`config.mk`:
```
export PLATFORM = sky130hd
export DESIGN_NAME = alu_multiciclo
export DESIGN_NICKNAME = d
export VERILOG_FILES = /design/src/rtl/alu_multiciclo.sv
export SDC_FILE = /design/constraint.sdc
export NUM_CORES = 1
export LEC_CHECK = 0
export ABC_AREA = 1
export BUFFER_PORTS_ARGS = -buffer_cell sky130_fd_sc_hd__buf_2
export CAP_MARGIN = 10
export CELL_PAD_IN_SITES_DETAIL_PLACEMENT = 1
export CELL_PAD_IN_SITES_GLOBAL_PLACEMENT = 1
export CORE_MARGIN = 4
export CORE_UTILIZATION = 35
export DETAILED_ROUTE_END_ITERATION = 12
export HOLD_SLACK_MARGIN = 0.02
export PLACE_DENSITY_LB_ADDON = 0.1
export SYNTH_ARGS = -nofsm -noshare
export SYNTH_HDL_FRONTEND = slang
export SYNTH_SLANG_ARGS = --single-unit
```
`constraint.sdc`:
```
create_clock -name i_clk -period 4.23 [get_ports i_clk]
set_input_delay 0.846 -clock i_clk [delete_from_list [all_inputs] [get_ports i_clk]]
set_output_delay 0.846 -clock i_clk [all_outputs]
set_load 0.01 [all_outputs]
```
`src/rtl/alu_multiciclo.sv`:
```
// Multicycle ALU: single-cycle logic/arith ops, shifts done one bit per cycle.
// Registered result with zero flag; unsupported opcodes complete with o_Error.
module alu_multiciclo #(
  parameter int NBITS  = 32,
  parameter int ALUOP  = 4,
  parameter int NSHAMT = 5
) (
  input  logic              i_clk,
  input  logic              i_reset,
  input  logic              i_valid,
  input  logic [ALUOP-1:0]  i_ALUOp,
  input  logic [NBITS-1:0]  i_A,
  input  logic [NBITS-1:0]  i_B,
  input  logic [NSHAMT-1:0] i_Shamt,
  output logic              o_Ready,
  output logic              o_Valid,
  output logic [NBITS-1:0]  o_Result,
  output logic              o_Zero,
  output logic              o_Error
);

  localparam logic [ALUOP-1:0] OP_AND = ALUOP'(4'b0000);
  localparam logic [ALUOP-1:0] OP_OR  = ALUOP'(4'b0001);
  localparam logic [ALUOP-1:0] OP_ADD = ALUOP'(4'b0010);
  localparam logic [ALUOP-1:0] OP_SLL = ALUOP'(4'b0011);
  localparam logic [ALUOP-1:0] OP_SRL = ALUOP'(4'b0100);
  localparam logic [ALUOP-1:0] OP_SUB = ALUOP'(4'b0110);
  localparam logic [ALUOP-1:0] OP_SLT = ALUOP'(4'b0111);
  localparam logic [ALUOP-1:0] OP_NOR = ALUOP'(4'b1100);
  localparam logic [ALUOP-1:0] OP_XOR = ALUOP'(4'b1101);

  typedef enum logic {IDLE, SHIFT} state_t;

  state_t            state_q, state_d;
  logic [NBITS-1:0]  sh_q, sh_d, sh_nx;
  logic [NSHAMT-1:0] cnt_q, cnt_d;
  logic              left_q, left_d;
  logic [NBITS-1:0]  res_d;
  logic              valid_d, err_d;
  logic              is_shift;

  assign o_Ready  = (state_q == IDLE);
  assign is_shift = (i_ALUOp == OP_SLL) || (i_ALUOp == OP_SRL);
  assign sh_nx    = left_q ? (sh_q << 1) : (sh_q >> 1);

  always_comb begin
    state_d = state_q;
    sh_d    = sh_q;
    cnt_d   = cnt_q;
    left_d  = left_q;
    res_d   = o_Result;
    valid_d = 1'b0;
    err_d   = 1'b0;
    case (state_q)
      IDLE: begin
        if (i_valid) begin
          if (is_shift && (i_Shamt != '0)) begin
            state_d = SHIFT;
            sh_d    = i_B;
            cnt_d   = i_Shamt;
            left_d  = (i_ALUOp == OP_SLL);
          end else begin
            valid_d = 1'b1;
            case (i_ALUOp)
              OP_ADD:  res_d = i_A + i_B;
              OP_SUB:  res_d = i_A - i_B;
              OP_AND:  res_d = i_A & i_B;
              OP_OR:   res_d = i_A | i_B;
              OP_NOR:  res_d = ~(i_A | i_B);
              OP_XOR:  res_d = i_A ^ i_B;
              OP_SLT:  res_d = ($signed(i_A) < $signed(i_B)) ? NBITS'(1) : '0;
              // only reachable with a zero shift amount
              OP_SLL,
              OP_SRL:  res_d = i_B;
              default: begin
                res_d = '0;
                err_d = 1'b1;
              end
            endcase
          end
        end
      end
      SHIFT: begin
        sh_d  = sh_nx;
        cnt_d = cnt_q - NSHAMT'(1);
        if (cnt_q == NSHAMT'(1)) begin
          state_d = IDLE;
          res_d   = sh_nx;
          valid_d = 1'b1;
        end
      end
      default: state_d = IDLE;
    endcase
  end

  always_ff @(posedge i_clk or negedge i_reset) begin
    if (!i_reset) state_q <= IDLE;
    else          state_q <= state_d;
  end

  always_ff @(posedge i_clk or negedge i_reset) begin
    if (!i_reset) begin
      sh_q     <= '0;
      cnt_q    <= '0;
      left_q   <= 1'b0;
      o_Result <= '0;
      o_Zero   <= 1'b1;
      o_Valid  <= 1'b0;
      o_Error  <= 1'b0;
    end else begin
      sh_q     <= sh_d;
      cnt_q    <= cnt_d;
      left_q   <= left_d;
      o_Result <= res_d;
      o_Zero   <= (res_d == '0);
      o_Valid  <= valid_d;
      o_Error  <= err_d;
    end
  end

endmodule

```
# Word level (Yosys, flattened, before mapping)

Index checks and enable logic that the tools add are counted.

Add/sub/neg operators: 3
$mul: 0
Divide/modulo/power cells: 0
$lt $le $gt $ge: 1
Equal/unequal tests: 11
Shifts and indexed selects: 0
Multiplexer cells: 25
Bitwise operators: 5
Reductions and logical operators: 9

Operators with widths:

| operator              | count |
|---|---|
| $pmux W32 S8          | 1 |
| $mux W32              | 6 |
| $pmux W32 S2          | 2 |
| $add A32 B32 Y32      | 1 |
| $and A32 B32 Y32      | 1 |
| $logic_not A32 Y1     | 1 |
| $lt A32 B32 Y1        | 1 |
| $not A32 Y32          | 1 |
| $or A32 B32 Y32       | 1 |
| $sub A32 B32 Y32      | 1 |
| $xor A32 B32 Y32      | 1 |
| $eq A4 B3 Y1 const B  | 3 |
| $mux W1               | 11 |
| $mux W5               | 2 |
| $pmux W5 S2           | 1 |
| $reduce_or A9 Y1      | 1 |
| $eq A4 B2 Y1 const B  | 2 |
| $eq A4 B4 Y1 const B  | 2 |
| $eq A5 B1 Y1 const B  | 1 |
| $reduce_bool A5 Y1    | 1 |
| $sub A5 B1 Y5 const B | 1 |
| $eq A4 B1 Y1 const B  | 1 |
| $logic_not A4 Y1      | 1 |
| $pmux W1 S2           | 2 |
| 8 further kinds       | 8 |

Bits in registers: 74
Latch bits: 0
Memory bits (writable): 0
Memory bits (read-only): 0
Input port bits: 76
Output and inout bits: 36
Logic and storage cells: 62
Memories: 0

# Logic depth before layout (Yosys ltp)

Gate-level depths: netlist of the first run.

Word-level depth: 7
Mapped depth: 23
Depth with buffers taken out: 22

# Least setup slack after synthesis of the first run

No wires, ideal clock.

Path kind: input port to flip-flop
Start: input port i_A[0]
End: register o_Zero
Setup time: 67 ps
Arrival time: 2641 ps
Data required time: 4163 ps
Slack: 1521 ps
Stages: 20
Path buffers: 0
Cells stage by stage: inv_1 ha_1 fa_1 inv_1 nand2_1 nand3_1 nand2_1 nand2_1 nand3_1 nand2_1 nand3_1 nand2_1 nand2_1 nand3_1 nand2_1 nand2_1 nand4_1 nor2_1 nand2_1 nor2_1

Word-level cells in the longest chain between the ends: 7
Elaborated cells on any way between the ends: 13

Ends and longest elaborated chain:

| element                                           | RTL line   | text |
|---|---|---|
| from (decl)                                       | 12         | `input logic [NBITS-1:0] i_A,` |
| $lt A32 B32 Y1 or $or A32 B32 Y32 (tied branches) | 71, 68, 69 |  |
| $mux W1 or $not A32 Y32 (tied branches)           | 71, 69     |  |
| $pmux W32 S8 *                                    | 64         | `case (i_ALUOp)` |
| $mux W32 *                                        | 57         | `if (is_shift && (i_Shamt != '0)) begin` |
| $mux W32 *                                        | 56         | `if (i_valid) begin` |
| $pmux W32 S2 *                                    | 54         | `case (state_q)` |
| $logic_not A32 Y1 *                               | 115        | `o_Zero <= (res_d == '0);` |
| to (signal assigned)                              | 115        |  |
| to (decl)                                         | 18         | `output logic o_Zero,` |

Every way passes the cells marked *; elsewhere a longest branch is shown, timed or not.
A chain may end at the register's enable or synchronous reset.

# Worst setup path in the final report of the first run

Start: input port i_B[17]
End: register o_Zero

Elaborated cells on any way between the ends: 13

RTL lines:

| element                                              | RTL line | text |
|---|---|---|
| from (decl)                                          | 13       | `input logic [NBITS-1:0] i_B,` |
| $sub A32 B32 Y32 or $add A32 B32 Y32 (tied branches) | 66, 65   |  |
| $pmux W32 S8 *                                       | 64       |  |
| $mux W32 *                                           | 57       |  |
| $mux W32 *                                           | 56       |  |
| $pmux W32 S2 *                                       | 54       |  |
| via res_d[19]                                        | 38       | `logic [NBITS-1:0] res_d;` |
| $logic_not A32 Y1 *                                  | 115      |  |

Mark *: on every way through the listed nets, which the timed path passes. The rest lies on a longest branch.

==> out/qor.json, run 1 <==
{
  "run_status": {"value": "complete, no violations"},
  "post_synth_inst_count": {"value": 1912},
  "hold_start": {"value": "sh_q[0]"},
  "layout.cells.most_common": {"value": "sky130_fd_sc_hd__nand2_1"},
  "setup.worst_path.start": {"value": "i_B[17]"},
  "placeable_core_region": {"value": 30700, "unit": "um2"},
  "vdd.ir_drop.worst": {"value": 0.000240, "unit": "V"},
  "path_max_fanout": {"value": 9},
  "grt_overflow_total": {"value": 0},
  "achievable-frequency": {"value": 290, "unit": "MHz"},
  "synth-seq-cells": {"value": 74},
  "cp.required": {"value": 4.50, "unit": "ns"},
  "drc_errors": {"value": 0},
  "dieArea": {"value": 34100, "unit": "um2"},
  "r2r_start": {"value": "state_q"},
  "h-tree-depth": {"value": 3},
  "fp.dieW": {"value": 185, "unit": "um"},
  "share_seq_of_total_power": {"value": 28.3, "unit": "%"},
  "share_clk_of_total_power": {"value": 17.3, "unit": "%"},
  "drt-total-wl": {"value": 48.1, "unit": "mm"},
  "fin_nets": {"value": 2173},
  "antenna_found_initial": {"value": 0},
  "tritoncts": {"value": "done"},
  "globalplace.congestion": {"value": 0.975},
  "endpoint_kind": {"value": "flip-flop"},
  "clkSinkCount": {"value": 74},
  "synth_cell_types": {"value": 44},
  "switchingPower": {"value": 2.01, "unit": "mW"},
  "sequential_element_share_of_the_synthesized_area": {"value": 17.0, "unit": "%"},
  "layout_common_cells": {"value": "606 x sky130_fd_sc_hd__nand2_1, 376 x sky130_fd_sc_hd__inv_1, 170 x sky130_fd_sc_hd__nand3_1"},
  "cp.arrival": {"value": 3.71, "unit": "ns"},
  "setup-violations-final": {"value": 0},
  "hold_buffers": {"value": 0},
  "power.static_leakage": {"value": 7.00, "unit": "nW"},
  "critical_path_class": {"value": "input port to flip-flop"},
  "vias_in_the_first_global_route": {"value": 12621},
  "p_total": {"value": 4.06, "unit": "mW"},
  "drive_above_1_share": {"value": 9.28, "unit": "%"},
  "cts_max_path_buffers": {"value": 2},
  "intPower": {"value": 2.05, "unit": "mW"},
  "worst_slew_pin_slew": {"value": 0.995, "unit": "ns"},
  "placementRows": {"value": 64},
  "post_synth_main_area_contributors": {"value": "sky130_fd_sc_hd__nand2_1 21%, sky130_fd_sc_hd__dfrtp_1 17%, sky130_fd_sc_hd__ha_1 13%"},
  "yosys_warnings": {"value": 0},
  "antenna-diode-count": {"value": 0},
  "final_max_slew_viols": {"value": 0},
  "worst_setup_path_start_kind": {"value": "input port"},
  "route.detailed.wl_per_inst": {"value": 20.2, "unit": "um"},
  "grt_start_max_net_pins": {"value": 75},
  "via_density_per_instance": {"value": 5.27},
  "floorplan.die.height": {"value": 185, "unit": "um"},
  "synth_area": {"value": 10900, "unit": "um2"},
  "grt_pass1_wl": {"value": 73.0, "unit": "mm"},
  "post-cts-setup-buffer-count": {"value": 0},
  "min_path_type": {"value": "flip-flop to flip-flop"},
  "grt_use_total": {"value": 27.6, "unit": "%"},
  "numCtsBuffers": {"value": 9},
  "final-hold-violation-count": {"value": 0},
  "root_buffer": {"value": "sky130_fd_sc_hd__clkbuf_16"},
  "floorplan.io_pins": {"value": 112},
  "switching_share": {"value": 49.4, "unit": "%"},
  "vias": {"value": 12548},
  "detail_route.first_pass.iterations": {"value": 5},
  "slew-limit-headroom": {"value": 33.6, "unit": "%"},
  "detail_route.iter0.violations": {"value": 805},
  "placement.io_buffers": {"value": 111},
  "mean_instance_size_in_the_synthesized_netlist": {"value": 5.71, "unit": "um2"},
  "clk_pin_slew": {"value": 0.05, "unit": "ns"},
  "maxCapViolCount": {"value": 0},
  "setup_repair_after_global_routing_missed_its_margin": {"value": "false"},
  "post_cts.resized_instances": {"value": 0},
  "dpl.hpwl": {"value": 39.7, "unit": "mm"},
  "area_delta_synth_final": {"value": 10.0, "unit": "%"},
  "timing.final.crit_period": {"value": 3.45, "unit": "ns"},
  "postRouteAntennaNets": {"value": 0},
  "part_of_the_cycle_the_worst_path_needs": {"value": 81.5, "unit": "%"},
  "initial_utilization": {"value": 35.6, "unit": "%"},
  "power_density": {"value": 338, "unit": "nW/um2"},
  "comb_power_share": {"value": 54.4, "unit": "%"},
  "tns": {"value": 0, "unit": "ns"},
  "finClkSkew": {"value": 0.00827, "unit": "ns"},
  "synth_largest_type_area_fraction": {"value": 20.8, "unit": "%"},
  "synth.net_count": {"value": 2105},
  "worst_skew_pair.late_latency": {"value": 0.33, "unit": "ns"},
  "synthDominantAreaCellType": {"value": "sky130_fd_sc_hd__nand2_1"}
}
registers in the layout, indices dropped and copies added (netlist names):
signal,cells
cnt_q,5
left_q,1
o_Error,1
o_Result,32
o_Valid,1
o_Zero,1
sh_q,32
state_q,1
logic make-up after synthesis:
family	Yosys count	share of synthesized area, %
simple gates	987	37.5
buf+inv	457	16.7
compound gates	275	15.1
fa+ha+maj	117	13.6
flops	74	17.0
xor+xnor	2	0.161
layer usage:
metal	vias to the layer above	routed length, um	track usage (%)
li1	6138	-	-
met1	6009	21200	35.6
met2	324	23100	48.6
met3	77	1670	1.76
met4	0	2120	10.5
met5	-	0	0
synthesized netlist by cell type, drive strengths merged:
master	count
o22ai	64
a221oi	11
buf	46
nand3	174
a211oi	21
or2	3
a22oi	4
o211ai	4
o21ai	78
clkinv	2
nand2	613
o2111ai	3
inv	380
fa	2
a2111oi	1
dfstp	1
xor2	2
nand4	17
and3	2
nor4	3
nor2	160
o21bai	5
a21oi	80
and2	2
ha	115
o221ai	4
clkbuf	29
dfrtp	73
nand3b	1
nor3	12
cell type report:
type / count / area (um2)
repair buffers: 132 / 716
clock buffers: 11 / 243
fillers: 4277 / 18700
multi-input cells: 1381 / 7240
flip-flops and latches: 74 / 1850
inverters: 382 / 1440
well taps: 396 / 495
clock inverters: 3 / 17.5
power by group through the flow:
| stage | combinational (mW) | sequential [mW] | clock (mW) |
|---|---|---|---|
| floorplan | 1.41 | 1.12 | 0 |
| global placement | 2.16 | 1.15 | 0 |
| detailed placement | 2.20 | 1.15 | 0 |
| CTS | 2.21 | 1.14 | 0.716 |
| global route | 2.48 | 1.18 | 0.747 |
| finish | 2.21 | 1.15 | 0.704 |
worst paths after layout:
check | end | slack (ns) | cells after the start
setup / recovery | o_Zero | 0.78 | 19
hold / removal | sh_q[0] | 0.52 | 2
setup reg to reg | o_Zero | 1.54 | 9
hold reg to reg | sh_q[0] | 0.52 | 2
max in group asynchronous | o_Result[24] | 2.90 | 1
min in group asynchronous | sh_q[4] | 0.68 | 1
worst max-delay path, stage by stage:
cell,delay (ns)
sky130_fd_sc_hd__buf_2,0.23
sky130_fd_sc_hd__inv_1,0.10
sky130_fd_sc_hd__ha_1,0.50
sky130_fd_sc_hd__nand2_1,0.17
sky130_fd_sc_hd__nor2_2,0.20
sky130_fd_sc_hd__inv_1,0.08
sky130_fd_sc_hd__nor2_2,0.20
sky130_fd_sc_hd__nand4_1,0.23
sky130_fd_sc_hd__nand3_1,0.15
sky130_fd_sc_hd__nand2_1,0.06
sky130_fd_sc_hd__nand3_1,0.10
sky130_fd_sc_hd__nand3_1,0.20
sky130_fd_sc_hd__nand2_1,0.12
sky130_fd_sc_hd__nand2_1,0.08
sky130_fd_sc_hd__nor2_1,0.13
sky130_fd_sc_hd__nand2_1,0.06
sky130_fd_sc_hd__nor2_1,0.10
sky130_fd_sc_hd__nand2_1,0.06
sky130_fd_sc_hd__nor2_1,0.08
stage by stage:
stage | cells | util [%] | setup slack (ns) | hold WS [ns] | cell area, um2
after global routing | 2379 | 39.1 | 0.574 | 0.557 | 12000
after CTS | 2379 | 39.1 | 0.798 | 0.526 | 12000
after floorplan | 1912 | - | 1.52 | 0.481 | 10900
after global placement | 2365 | 38.3 | 0.449 | 0.497 | 11700
after detailed placement | 2365 | 38.3 | 0.482 | 0.513 | 11700
final | 2379 | 39.1 | 0.784 | 0.520 | 12000
Power figures use the tool's default switching activity.
==> run 2, diff against run 1 <==
Clock period 4.23 ns to 3.46 ns, I/O delays scaled along.
==> run 2 against run 1 <==
Against the previous run:
- via count rose by 2.7%
- combinational power rose by 28%
- clock power rose by 46%
- utilization rose by 1.9 points
- worst hold slack got worse by 0.011 ns
- clock-buffer cell count rose by 1
- cell count rose by 2.8%
- non-clock buffer count rose by 64
- setup slack got worse by 0.51 ns
==> out/qor.json, run 2 (same netlist as run 1, synthesis figures left out) <==
{
  "postRouteAntennaNets": {"value": 0},
  "drc_errors": {"value": 0},
  "placementRows": {"value": 64},
  "vias_in_the_first_global_route": {"value": 13067},
  "cts_max_path_buffers": {"value": 2},
  "grt_use_total": {"value": 28.4, "unit": "%"},
  "via_density_per_instance": {"value": 5.27},
  "route.detailed.wl_per_inst": {"value": 20.2, "unit": "um"},
  "worst_slew_pin_slew": {"value": 1.03, "unit": "ns"},
  "floorplan.io_pins": {"value": 112},
  "floorplan.die.height": {"value": 185, "unit": "um"},
  "power_density": {"value": 416, "unit": "nW/um2"},
  "multiInputGateArea": {"value": 7240, "unit": "um2"},
  "worst_setup_path_start_kind": {"value": "input port"},
  "timing.critical_path.cells": {"value": "buf_2 > inv_1 > ha_1 > nand2_1 > nor2_2 > inv_1 > nor2_2 > and2_1 > nand2_1 > nand2_1 > nand2_1 > nand3_1 > nand3_1 > nand2_1 > nand2_1 > nor2_1 > nand2_1 > nor2_1 > nand2_1 > nor2_1"},
  "endpoint_kind": {"value": "flip-flop"},
  "dieArea": {"value": 34100, "unit": "um2"},
  "root_buffer": {"value": "sky130_fd_sc_hd__clkbuf_16"},
  "crit_path_frequent_cell": {"value": "sky130_fd_sc_hd__nand2_1"},
  "placement.io_buffers": {"value": 111},
  "grt_start_max_net_pins": {"value": 75},
  "path_max_fanout": {"value": 9},
  "tritoncts": {"value": "done"},
  "clkSinkCount": {"value": 74},
  "fin_nets": {"value": 2237},
  "timing.final.crit_period": {"value": 3.19, "unit": "ns"},
  "vdd.ir_drop.worst": {"value": 0.000286, "unit": "V"},
  "cp.required": {"value": 3.73, "unit": "ns"},
  "min_path_type": {"value": "input port to async pin"},
  "part_of_the_cycle_the_worst_path_needs": {"value": 92.2, "unit": "%"},
  "final-hold-violation-count": {"value": 0},
  "run_status": {"value": "complete, no violations"},
  "dpl.hpwl": {"value": 41.0, "unit": "mm"},
  "final_max_slew_viols": {"value": 0},
  "initial_utilization": {"value": 35.6, "unit": "%"},
  "post-cts-setup-buffer-count": {"value": 0},
  "antenna_found_initial": {"value": 0},
  "post_cts.resized_instances": {"value": 0},
  "layout_common_cells": {"value": "606 x sky130_fd_sc_hd__nand2_1, 376 x sky130_fd_sc_hd__inv_1, 170 x sky130_fd_sc_hd__nand3_1"},
  "h-tree-depth": {"value": 3},
  "critPathMaxStageDelay": {"value": 0.52, "unit": "ns"},
  "biggest_registers_after_layout": {"value": "o_Result: 32 flops, sh_q: 32 flops, cnt_q: 5 flops"},
  "critical_path_class": {"value": "input port to flip-flop"},
  "final_design_area_no_fill": {"value": 12600, "unit": "um2"},
  "power.static_leakage": {"value": 7.37, "unit": "nW"},
  "buffering_stage_count_on_the_worst_path_with_inverters_included": {"value": 3},
  "grt_overflow_total": {"value": 0},
  "grt_pass1_wl": {"value": 74.9, "unit": "mm"},
  "placed_cell_area": {"value": 12300, "unit": "um2"},
  "area_delta_synth_final": {"value": 15.4, "unit": "%"},
  "setup-violations-final": {"value": 0},
  "detail_route.iter0.violations": {"value": 843},
  "final-seq-area": {"value": 1850, "unit": "um2"},
  "final.setup.worst_slack": {"value": 0.271, "unit": "ns"},
  "globalplace.congestion": {"value": 0.985},
  "hold_slack": {"value": 0.509, "unit": "ns"},
  "placeable_core_region": {"value": 30700, "unit": "um2"},
  "detail_route.first_pass.iterations": {"value": 5},
  "clk_pin_slew": {"value": 0.06, "unit": "ns"},
  "worst_skew_pair.late_latency": {"value": 0.34, "unit": "ns"},
  "vias": {"value": 12893},
  "finClkSkew": {"value": 0.0108, "unit": "ns"},
  "hold_buffers": {"value": 0},
  "setup_repair_after_global_routing_missed_its_margin": {"value": "false"},
  "maxCapViolCount": {"value": 0},
  "drt-total-wl": {"value": 49.3, "unit": "mm"},
  "drive_above_1_share": {"value": 12.2, "unit": "%"},
  "achievable-frequency": {"value": 314, "unit": "MHz"},
  "antenna-diode-count": {"value": 0},
  "slew-limit-headroom": {"value": 31.5, "unit": "%"},
  "final.fill_count": {"value": 4303},
  "timing.critical_path.slowest_stage_cell": {"value": "sky130_fd_sc_hd__ha_1"},
  "critPathTopFamily": {"value": "simple AND/OR/NAND/NOR gates"},
  "numCtsBuffers": {"value": 9},
  "post-place-ws": {"value": -0.0228, "unit": "ns"},
  "layout.cells.most_common": {"value": "sky130_fd_sc_hd__nand2_1"},
  "cp.arrival": {"value": 3.46, "unit": "ns"},
  "fp.dieW": {"value": 185, "unit": "um"}
}
-- run 2: path summary, 6_finish.rpt --
check | endpoint | cells after the start | slack (ns) | startpoint
setup / recovery | o_Zero | 20 | 0.27 | i_B[18]
hold / removal | sh_q[6] | 1 | 0.51 | i_reset
setup reg to reg | o_Zero | 11 | 1.09 | state_q
hold reg to reg | sh_q[24] | 2 | 0.54 | sh_q[24]
max in group asynchronous | o_Result[23] | 1 | 2.26 | i_reset
min in group i_clk | sh_q[24] | 2 | 0.54 | sh_q[24]
-- run 2: final cells by class --
class / instances / area share (%)
well taps: 396 / 3.93
multi-input cells: 1381 / 57.5
clock buffers: 12 / 1.96
inverters: 382 / 11.4
clock inverters: 4 / 0.586
repair buffers: 196 / 9.90
flip-flops and latches: 74 / 14.7
-- run 2: metal layers --
layer	up-vias	part of all wire, %	GRT usage [%]
li1	6275	-	-
met1	6204	43	35.1
met2	320	49	50.8
met3	94	3.2	2.25
met4	0	4.9	12.1
met5	-	0	0
-- run 2: power by group --
group          internal [mW]  leakage [nW]  switching, mW  total, mW
combinational          0.943          6.33           1.88       2.82
sequential              1.17         0.880          0.214       1.39
clock                  0.654         0.157          0.381       1.03
-- run 2: metrics by stage --
stage | setup TNS (ns) | total power [mW] | utilization (%) | instances
after CTS | 0 | 5.25 | 41.1 | 2445
final | 0 | 5.24 | 41.1 | 2445
after global routing | 0 | 5.68 | 41.1 | 2445
after floorplan | 0 | 3.09 | - | 1912
after detailed placement | -0.0228 | 4.19 | 40.0 | 2429
after global placement | 0 | 4.12 | 40.0 | 2429
